**config.mk**
```make
export PLATFORM = sky130hd
export DESIGN_NAME = voice_nco
export DESIGN_NICKNAME = d
export VERILOG_FILES = /design/src/rtl/voice_nco.sv
export SDC_FILE = /design/constraint.sdc
export NUM_CORES = 1
export LEC_CHECK = 0
export ABC_AREA = 1
export ABC_CLOCK_PERIOD_IN_PS = 4680
export BUFFER_PORTS_ARGS = -buffer_cell sky130_fd_sc_hd__buf_2
export CELL_PAD_IN_SITES_DETAIL_PLACEMENT = 0
export CELL_PAD_IN_SITES_GLOBAL_PLACEMENT = 1
export CORE_MARGIN = 3
export CORE_UTILIZATION = 45
export DETAILED_ROUTE_END_ITERATION = 7
export PLACE_DENSITY = 0.81
export REMOVE_ABC_BUFFERS = 1
export SLEW_MARGIN = 20
export SYNTH_ARGS = -nofsm -noshare
export SYNTH_HDL_FRONTEND = slang
export SYNTH_SLANG_ARGS = --single-unit
```
**constraint.sdc**
```tcl
create_clock -name clk -period 4.68 [get_ports clk]
set_input_delay 0.468 -clock clk [delete_from_list [all_inputs] [get_ports clk]]
set_output_delay 0.468 -clock clk [all_outputs]
set_load 0.005 [all_outputs]
```
**src/rtl/voice_nco.sv**
```systemverilog
// Time-multiplexed multi-voice phase accumulator: one voice slot per clock after each sample tick.
// Optional hard sync on gate rising edge via `VOICE_NCO_HARD_SYNC_EN.
module voice_nco #(
  parameter int unsigned VOICES = 8,
  parameter int unsigned VIDX_W = 3,
  parameter int unsigned ACC_W  = 24
) (
  input  logic              clk,
  input  logic              rst,
  input  logic              sample_tick,
  input  logic              wr_en,
  input  logic [VIDX_W-1:0] wr_voice,
  input  logic [ACC_W-1:0]  wr_inc,
  input  logic              wr_gate,
  output logic              ce,
  output logic [6:0]        nco_phase,
  output logic [VIDX_W-1:0] voice_idx,
  output logic              voice_gate,
  output logic              frame_done,
  output logic              busy,
  output logic              overrun
);

  typedef enum logic [0:0] {StIdle, StRun} state_e;

  localparam logic [VIDX_W-1:0] LastSlot = VIDX_W'(VOICES - 1);

  state_e            state_q, state_d;
  logic [VIDX_W-1:0] slot_q, slot_d;
  logic [ACC_W-1:0]  acc_q [VOICES];
  logic [ACC_W-1:0]  acc_d [VOICES];
  logic [ACC_W-1:0]  inc_q [VOICES];
  logic [ACC_W-1:0]  inc_d [VOICES];
  logic [VOICES-1:0] gate_q, gate_d;
  logic [6:0]        phase_q, phase_d;
  logic              vgate_q, vgate_d;
  logic              ovr_q, ovr_d;
  logic              issue;

  // issue marks the edge that launches slot slot_d; its accumulate happens on that same edge.
  always_comb begin
    state_d = state_q;
    slot_d  = slot_q;
    issue   = 1'b0;
    case (state_q)
      StIdle: begin
        if (sample_tick) begin
          state_d = StRun;
          slot_d  = '0;
          issue   = 1'b1;
        end
      end
      StRun: begin
        if (slot_q == LastSlot) begin
          state_d = StIdle;
        end else begin
          slot_d = slot_q + 1'b1;
          issue  = 1'b1;
        end
      end
      default: state_d = StIdle;
    endcase
  end

  always_comb begin
    ovr_d = ovr_q | (sample_tick & (state_q == StRun));
  end

  always_comb begin
    acc_d   = acc_q;
    inc_d   = inc_q;
    gate_d  = gate_q;
    phase_d = phase_q;
    vgate_d = vgate_q;
    if (issue) begin
      phase_d = acc_q[slot_d][ACC_W-1 -: 7];
      vgate_d = gate_q[slot_d];
      if (gate_q[slot_d]) begin
        acc_d[slot_d] = acc_q[slot_d] + inc_q[slot_d];
      end
    end
    if (wr_en) begin
      inc_d[wr_voice]  = wr_inc;
      gate_d[wr_voice] = wr_gate;
`ifdef VOICE_NCO_HARD_SYNC_EN
      // Clear overrides a coincident accumulate so the note starts at phase 0.
      if (wr_gate && !gate_q[wr_voice]) begin
        acc_d[wr_voice] = '0;
      end
`endif
    end
  end

  always_ff @(posedge clk) begin
    if (rst) begin
      state_q <= StIdle;
      slot_q  <= '0;
      acc_q   <= '{default: '0};
      inc_q   <= '{default: '0};
      gate_q  <= '0;
      phase_q <= '0;
      vgate_q <= 1'b0;
      ovr_q   <= 1'b0;
    end else begin
      state_q <= state_d;
      slot_q  <= slot_d;
      acc_q   <= acc_d;
      inc_q   <= inc_d;
      gate_q  <= gate_d;
      phase_q <= phase_d;
      vgate_q <= vgate_d;
      ovr_q   <= ovr_d;
    end
  end

  always_comb begin
    ce         = (state_q == StRun);
    busy       = (state_q == StRun);
    frame_done = (state_q == StRun) && (slot_q == LastSlot);
    voice_idx  = slot_q;
    nco_phase  = phase_q;
    voice_gate = vgate_q;
    overrun    = ovr_q;
  end

endmodule

```
==> metrics.md, run 1 <==
| Metric | Value |
|---|---|
| Setup-failing EPs final | 0 |
| Antenna diode count | 0 |
| Die Area | approximately 43000 um^2 |
| Largest cells by area after synthesis | sky130_fd_sc_hd__dfxtp_1 (45%), sky130_fd_sc_hd__nor2_1 (13%), sky130_fd_sc_hd__nand2_1 (9.2%) |
| GR Overflow Total | 0 |
| Area Growth Syn to Fin | 11.0% |
| TritonRoute pass-1 iters | 5 |
| Input/output buffers | 46 |
| Yosys top cell by area | sky130_fd_sc_hd__dfxtp_1 |
| Data required time of the critical path | around 5200 ps |
| Max-cap check violation count | 0 |
| Placement row count | between 70 and 80 |
| Internal power component | ~6.1 mW |
| Antenna violations before repair | 0 |
| Post-synth top area share | 0.448 |
| Unrepaired setup endpoints after global routing | no |
| Share of layout cells above drive strength 1 | 0.0868 |
| Capturing element type of the critical path | flop |
| Final Routed Wirelength | ~58 mm |
| Vias in the first global route | 16100 |
| CP max FO | 17 |
| P_sw | around 2.7 mW |
| Worst-case headroom to the max-slew limit | 0.288 |
| Number of hold-slack violations in the final timing report | 0 |
| Vias per std cell | 5.57 |
| Synth Flop Type | sky130_fd_sc_hd__dfxtp_1 |
| I/O pin count | 47 |
| Worst Path Arrival | about 4800 ps |
| Post-synthesis area per instance | 7.08 um^2 |
| Combinational share of power | 0.192 |
| Fin crit share | 0.912 |
| Yosys warning total | 0 |
| Tightest Pin Transition | 1060 ps |
| Worst-case clock buffer depth | 3 |
| Fmax achieved | ~0.23 GHz |
| Hold/Removal Path Class | in -> reg |
| Starting density of the core | 0.462 |
| Run status | finished clean |
| Total GRT Usage | 0.271 |
| Pwr/cell area | around 440 nW/um^2 |
| Routability congestion estimate | 0.890 |
| Seq/Total Area, Yosys | 0.448 |
| Source-to-sink clock delay at the later pin of the worst-skew pair | ~570 ps |
| Number of clock sinks seen by CTS | about 410 |
| Fin Hold WS | around 210 ps |
| CTS root buf | sky130_fd_sc_hd__clkbuf_16 |
| Final Skew | between 15 and 20 ps |
| Share of power burned in registers | 0.405 |
| Number of flops mapped to enable cells by yosys | 0 |
| Setup Fix Bufs, Post-CTS | 0 |
| Minimum period implied by the final worst setup slack | roughly 4300 ps |
| Worst VDD drop | approximately 0.22 mV |
| Detailed router's first-iteration violation count | between 1500 and 2000 |
| Worst setup SP type | flop |
| Remaining DRCs | 0 |
| Number of buffers inserted by hold repair at cts | 0 |
| Count of final max-slew check failures | 0 |
| Aggregate negative setup slack | 0 ps |
| # H-tree levels | 2 |
| Mean routed wirelength per cell | 18.9 um |
| Static leakage | 8.86 nW |
| Global-route wire length before repair | 90.5 mm |
| Switching part of the total | 0.302 |
| Worst setup path category | reg -> reg |
| Inserted Clock Buffers | 45 |
| Maximum number of pins on one net before global-route repair | 158 |
| Final Net Count | about 2600 |
| Die extent in x | 206 um |
| TritonCTS clock tree | yes |
| Netlist Area Pre-Place | 18100 um^2 |
| Cells after synthesis | between 2000 and 3000 |
| Clock share of power | 0.403 |
| Via count of the routed design | about 17000 |
| Fillers | 3877 |
| Post-layout power | between 8 and 9 mW |
| Clock-pin slew reported for the worst setup and hold paths after clock tree synthesis | approximately 60 ps |
| Core Region | approximately 40000 um^2 |
| Flop and latch count out of synthesis | just over 400 |
| Synth async-reset ratio | 0 |
| HPWL after detailed placement | around 34 mm |
| Remaining number of nets flagged by the antenna check after routing | 0 |
| Unique masters post-synth | 36 |
| Vertical die dimension | 206 um |
-- repair_timing --
action / 4_1_cts / 5_1_grt
endpoints found under the setup margin: 0 / 88
hold endpoints to repair: 0 / 0
gates resized for setup: 0 / 9
-- cells by family after synthesis --
kind of cell / count (synthesis) / synth area share
adders and majority gates: 25 / 0.0177
xor gates and xnor gates: 18 / 0.00872
buffers and inverters: 349 / 0.0883
DFF: 405 / 0.448
and+or+nand+nor: 1122 / 0.248
AOI/OAI and AO/OA: 636 / 0.189
-- flip-flops by register name, summed over array words and instances, names as in the netlist --
signal      count
inc_q         192
voice_gate      1
gate_q          8
overrun         1
nco_phase       7
busy            1
acc_q         192
voice_idx       3
-- cell usage in the layout (no fill, tap or decap), drive strengths merged, types with 3 or more instances in the layout --
cell type and n:
xor2 13, nor3 7, o21ai 264, inv 164
clkinv 16, buf 105, o22ai 184, ha 24
bufinv 4, clkbuf 62, nand3b 5, nand3 42
nand4 8, dfxtp 405, a21oi 184, a21o 3
nor2 607, xnor2 5, nand2 451
-- power by group through the flow --
stage | Sequential [mW] | Combinational (mW) | Clock [mW]
CTS | 3.57 | 1.66 | 3.61
global placement | 3.64 | 1.65 | 0
global route | 3.57 | 1.86 | 3.73
finish | 3.57 | 1.69 | 3.55
floorplan | 3.63 | 0.989 | 0
detailed placement | 3.64 | 1.65 | 0
-- cell type report --
class | instances | area [um^2] | share of cell area
multi-input cells | 1801 | 8460 | 0.422
flip-flops and latches | 405 | 8110 | 0.404
repair buffers | 105 | 746 | 0.0371
well taps | 518 | 648 | 0.0323
inverters | 169 | 659 | 0.0328
clock buffers | 62 | 1270 | 0.0634
clock inverters | 15 | 179 | 0.00891
-- metal layers --
layer  vias to the layer above  global-route usage  share of wire
li1                       8272                   -              -
met1                      8043               0.373           0.44
met2                       691               0.429           0.45
met3                       114              0.0400          0.077
met4                         0               0.103          0.031
met5                         -                   0              0
-- cell usage after synthesis (16+ instances only) --
cell type / number
sky130_fd_sc_hd__buf_2: 37
sky130_fd_sc_hd__buf_6: 17
sky130_fd_sc_hd__clkbuf_1: 78
sky130_fd_sc_hd__a21oi_1: 184
sky130_fd_sc_hd__nor2_1: 606
sky130_fd_sc_hd__inv_1: 149
sky130_fd_sc_hd__o22ai_1: 184
sky130_fd_sc_hd__o21ai_0: 248
sky130_fd_sc_hd__clkbuf_2: 24
sky130_fd_sc_hd__o21ai_1: 16
sky130_fd_sc_hd__buf_4: 17
sky130_fd_sc_hd__ha_1: 24
sky130_fd_sc_hd__nand3_1: 32
sky130_fd_sc_hd__dfxtp_1: 405
sky130_fd_sc_hd__nand2_1: 445
-- final timing paths --
path         slack [ps]  cells after the start         start         end
min                 210                      3   sample_tick     overrun
max                 410                     23  voice_idx[0]   acc_q[12]
max reg2reg         410                     23  voice_idx[0]   acc_q[12]
min reg2reg         460                      2    inc_q[119]  inc_q[119]
-- worst max-delay path: stages, from the launching register on --
cell and delay [ps]:
sky130_fd_sc_hd__dfxtp_1 360, sky130_fd_sc_hd__ha_1 230, sky130_fd_sc_hd__nand2_1 150, sky130_fd_sc_hd__nand2_2 110, sky130_fd_sc_hd__nand3_4 180, sky130_fd_sc_hd__nand2_8 150
sky130_fd_sc_hd__inv_1 210, sky130_fd_sc_hd__nand2_2 230, sky130_fd_sc_hd__buf_4 250, sky130_fd_sc_hd__o22ai_1 180, sky130_fd_sc_hd__nor2_1 60, sky130_fd_sc_hd__nand2_1 60
sky130_fd_sc_hd__inv_1 40, sky130_fd_sc_hd__ha_1 210, sky130_fd_sc_hd__fa_1 420, sky130_fd_sc_hd__nand3_1 90, sky130_fd_sc_hd__nand2_1 100, sky130_fd_sc_hd__nand4_1 80
sky130_fd_sc_hd__nand2_1 130, sky130_fd_sc_hd__a21o_1 220, sky130_fd_sc_hd__xor2_1 270, sky130_fd_sc_hd__buf_4 220, sky130_fd_sc_hd__nand2_1 70, sky130_fd_sc_hd__a21oi_1 150
-- stage by stage --
| stage | worst slack (ps) | util | cells | area (um^2) |
|---|---|---|---|---|
| after global routing | 8.04 | 0.512 | 3075 | 20100 |
| after global placement | 302 | 0.474 | 2998 | 18600 |
| after CTS | 159 | 0.511 | 3075 | 20000 |
| after detailed placement | 190 | 0.474 | 2998 | 18600 |
| final | 413 | 0.512 | 3075 | 20100 |
| after floorplan | 588 | - | 2375 | 17100 |
(Power assumes the default switching activity.)
==> run 2: changes to the inputs <==
--- a/config.mk
+++ b/config.mk
@@ -5,7 +5,6 @@
 export SDC_FILE = /design/constraint.sdc
 export NUM_CORES = 1
 export LEC_CHECK = 0
-export ABC_AREA = 1
 export ABC_CLOCK_PERIOD_IN_PS = 4680
 export BUFFER_PORTS_ARGS = -buffer_cell sky130_fd_sc_hd__buf_2
 export CELL_PAD_IN_SITES_DETAIL_PLACEMENT = 0
@@ -13,7 +12,7 @@
 export CORE_MARGIN = 3
 export CORE_UTILIZATION = 45
 export DETAILED_ROUTE_END_ITERATION = 7
-export PLACE_DENSITY = 0.81
+export PLACE_DENSITY = 0.8
 export REMOVE_ABC_BUFFERS = 1
 export SLEW_MARGIN = 20
 export SYNTH_ARGS = -nofsm -noshare
==> run 2 against run 1 <==
- maximum frequency fell by 6.1%
- sequential power decreased by 1%
- sequential share of layout area decreased by 2.9 points
- power down 3.9%
- non-clock buffer count rose by 107
- largest power group is now clock
- combinational power shrank 27%
- hold slack worse by 4.7 ps
- utilization increased by 2.5 points
==> metrics.md, run 2 <==
| Metric | Value |
|---|---|
| Number of clock sinks seen by CTS | 405 (unchanged) |
| Input/output buffers | 46 (unchanged) |
| Area Growth Syn to Fin | 16.7% |
| Die Area | 43700 um^2 (+2.5%) |
| Count of final max-slew check failures | 0 (unchanged) |
| Clock share of power | 0.437 (+0.034) |
| Maximum number of pins on one net before global-route repair | 189 (+20%) |
| Run status | finished clean |
| Cell total after placement | 2926 (-2.4%) |
| Post-layout power | 8.46 mW (-3.9%) |
| Design area | 21700 um^2 (+7.9%) |
| DP Worst Slack | -168 ps (-358 ps) |
| Clock-pin slew reported for the worst setup and hold paths after clock tree synthesis | 60 ps (about the same) |
| Final Skew | 20.0 ps (+2.24 ps) |
| Synth async-reset ratio | 0 (unchanged) |
| Final Routed Wirelength | 65.1 mm (+12%) |
| Pwr/cell area | 391 nW/um^2 (-11%) |
| Fin Hold WS | 201 ps (-4.72 ps) |
| Switching part of the total | 0.268 (-0.0335) |
| Vias in the first global route | 16900 (+5.3%) |
| Data required time of the critical path | 5140 ps (-30 ps) |
| Fmax achieved | 0.220 GHz (-6.1%) |
| Largest cells by area after synthesis | sky130_fd_sc_hd__dfxtp_1 (44%), sky130_fd_sc_hd__nand2_1 (14%), sky130_fd_sc_hd__a21oi_1 (8.9%) |
| Count of placed standard cells in the final layout, fillers left out | 3013 (-2.0%) |
| Static leakage | 7.69 nW (-13%) |
| Share of layout cells above drive strength 1 | 0.144 (+0.0575) |
| Unique masters post-synth | 78 (+120%) |
| Worst VDD drop | 0.222 mV (-0.83%) |
| Remaining DRCs | 0 (unchanged) |
| Core Region | 40300 um^2 (+2.8%) |
| Via count of the routed design | 17900 (+4.7%) |
| Placement row count | 73 (+1.4%) |
| Seq/Total Area, Yosys | 0.437 (-0.0114) |
| Tightest Pin Transition | 1020 ps (-44.6 ps) |
| Regs by FF count | acc_q: 192 flops, inc_q: 192 flops, gate_q: 8 flops |
| Antenna diode count | 0 (unchanged) |
| Worst-case headroom to the max-slew limit | 0.322 (+0.0341) |
| Number of flops mapped to enable cells by yosys | 0 (unchanged) |
| Detailed router's first-iteration violation count | 1585 (-2.1%) |
| Worst-case clock buffer depth | 3 (unchanged) |
| Worst setup SP type | flop |
| Capturing element type of the critical path | flop |
| P_sw | 2.27 mW (-15%) |
| Post-synth top area share | 0.437 (-0.0114) |
| Flop and latch count out of synthesis | 405 (unchanged) |
| Final WS setup | 136 ps (-277 ps) |
| Number of buffers inserted by hold repair at cts | 0 (unchanged) |
| Number of hold-slack violations in the final timing report | 0 (unchanged) |
| Worst setup path category | reg -> reg |
| Yosys top cell by area | sky130_fd_sc_hd__dfxtp_1 |
| Global-route wire length before repair | 99.8 mm (+10%) |
| Antenna violations before repair | 0 (unchanged) |
| Vias per std cell | 5.95 (+6.8%) |
| Setup-failing EPs final | 0 (unchanged) |
| Fin crit share | 0.971 (+0.0591) |
| Vertical die dimension | 209 um (+1.3%) |
| Routability congestion estimate | 0.935 (+5.1%) |
| Final Net Count | 2512 (-2.8%) |
| Ranking of synthesized cells by instance count | sky130_fd_sc_hd__nand2_1 (715), sky130_fd_sc_hd__dfxtp_1 (405), sky130_fd_sc_hd__a21oi_1 (331) |
| Starting density of the core | 0.461 (-0.000774) |
| Post-synthesis area per instance | 7.70 um^2 (+8.7%) |
| TritonRoute pass-1 iters | 5 (unchanged) |
| Netlist Area Pre-Place | 18600 um^2 (+2.6%) |
| Dpl cell area | 20000 um^2 (+7.4%) |
| Mean routed wirelength per cell | 21.6 um (+14%) |
| Source-to-sink clock delay at the later pin of the worst-skew pair | 570 ps (about the same) |
| GR Overflow Total | 0 (unchanged) |
| Yosys warning total | 0 (unchanged) |
| # H-tree levels | 2 (unchanged) |
| Cells after synthesis | 2411 (-5.6%) |
| Combinational share of power | 0.147 (-0.045) |
| Max-cap check violation count | 0 (unchanged) |
| Inserted Clock Buffers | 45 (unchanged) |
| I/O pin count | 47 (unchanged) |
| Total GRT Usage | 0.288 (+0.0171) |
| Share of power burned in registers | 0.416 (+0.011) |
| TritonCTS clock tree | yes |
| Worst Path Arrival | 5010 ps (+250 ps) |
| CTS root buf | sky130_fd_sc_hd__clkbuf_16 |
| Hold/Removal Path Class | in -> reg |
| Minimum period implied by the final worst setup slack | 4540 ps (+277 ps) |
| Highest-count cells in the layout ignoring fill and taps | sky130_fd_sc_hd__nand2_1 (713), sky130_fd_sc_hd__dfxtp_1 (403), sky130_fd_sc_hd__a21oi_1 (331), sky130_fd_sc_hd__buf_4 (154), sky130_fd_sc_hd__nand3_1 (96) |
| Internal power component | 6.19 mW (+0.71%) |
| Synth Flop Type | sky130_fd_sc_hd__dfxtp_1 |
| Most frequent standard cell in the layout excluding fill and tap cells | sky130_fd_sc_hd__nand2_1 |
| HPWL after detailed placement | 39.9 mm (+16%) |
| Die extent in x | 209 um (+1.3%) |
| Dominant cell by count in the synthesized netlist | sky130_fd_sc_hd__nand2_1 |
| Remaining number of nets flagged by the antenna check after routing | 0 (unchanged) |
| CP max FO | 15 (-2) |
==> run 2: critical path: stages, from the launching register on <==
cell	delay (ps)
sky130_fd_sc_hd__dfxtp_1	330
sky130_fd_sc_hd__ha_4	310
sky130_fd_sc_hd__mux2i_1	90
sky130_fd_sc_hd__buf_4	150
sky130_fd_sc_hd__o211ai_4	590
sky130_fd_sc_hd__buf_4	290
sky130_fd_sc_hd__buf_4	290
sky130_fd_sc_hd__nand3_1	170
sky130_fd_sc_hd__and3_1	270
sky130_fd_sc_hd__ha_1	410
sky130_fd_sc_hd__nand4_1	150
sky130_fd_sc_hd__o21ai_0	440
sky130_fd_sc_hd__o21ai_0	220
sky130_fd_sc_hd__a211o_2	420
sky130_fd_sc_hd__o31ai_1	260
==> run 2: cell families (layout without fill, tap and decap cells) <==
group | after synthesis | in the layout | share of synthesized area
xor+xnor | 10 | 10 | 0.00472
fa+ha+maj | 25 | 25 | 0.0173
buf+inv | 221 | 298 | 0.0515
compound gates | 661 | 661 | 0.226
flops | 405 | 405 | 0.437
mux | 61 | 61 | 0.0333
simple gates | 1028 | 1028 | 0.231
==> run 2: through the flow <==
step | util | TNS (ps)
finish | 0.538 | 0
global route | 0.538 | -59.4
CTS | 0.534 | 0
detailed placement | 0.495 | -2140
global placement | 0.495 | -371
floorplan | - | -713490
==> run 2: area by class of cell <==
| type | instances | area, um^2 |
|---|---|---|
| fillers | 3827 | 18600 |
| clock buffers | 69 | 1380 |
| inverters | 6 | 22.5 |
| repair buffers | 212 | 1600 |
| clock inverters | 11 | 168 |
| multi-input cells | 1785 | 9720 |
| flip-flops and latches | 405 | 8110 |
| well taps | 525 | 657 |
==> run 2: routing by layer <==
layer | track usage | vias to the layer above | part of all wire
met5 | 0 | - | 0
met4 | 0.0963 | 0 | 0.031
met3 | 0.0437 | 112 | 0.070
met2 | 0.461 | 663 | 0.46
met1 | 0.398 | 8672 | 0.44
li1 | - | 8471 | -
==> run 2: path summary, 6_finish.rpt <==
check	startpoint	end	slack, ps	depth (start not counted)
setup / recovery	voice_idx[0]	acc_q[117]	140	14
hold / removal	wr_inc[5]	inc_q[101]	200	3
setup reg to reg	voice_idx[0]	acc_q[117]	140	14
hold reg to reg	nco_phase[4]	nco_phase[4]	450	2
==> run 2: what timing repair did <==
item                                    in CTS  in global routing
resized for setup                            2                 24
endpoints found under the setup margin       6                 60
pin swaps                                    1                 12
buffers inserted                             1                  6
==> run 2: power by group through the flow <==
stage          sequential, mW  combinational (mW)  clock (mW)
2_1_floorplan            3.59               0.602           0
3_3_place_gp             3.59                1.19           0
3_5_place_dp             3.59                1.20           0
4_1_cts                  3.52                1.21        3.74
5_1_grt                  3.52                1.33        3.89
6_report                 3.52                1.24        3.70
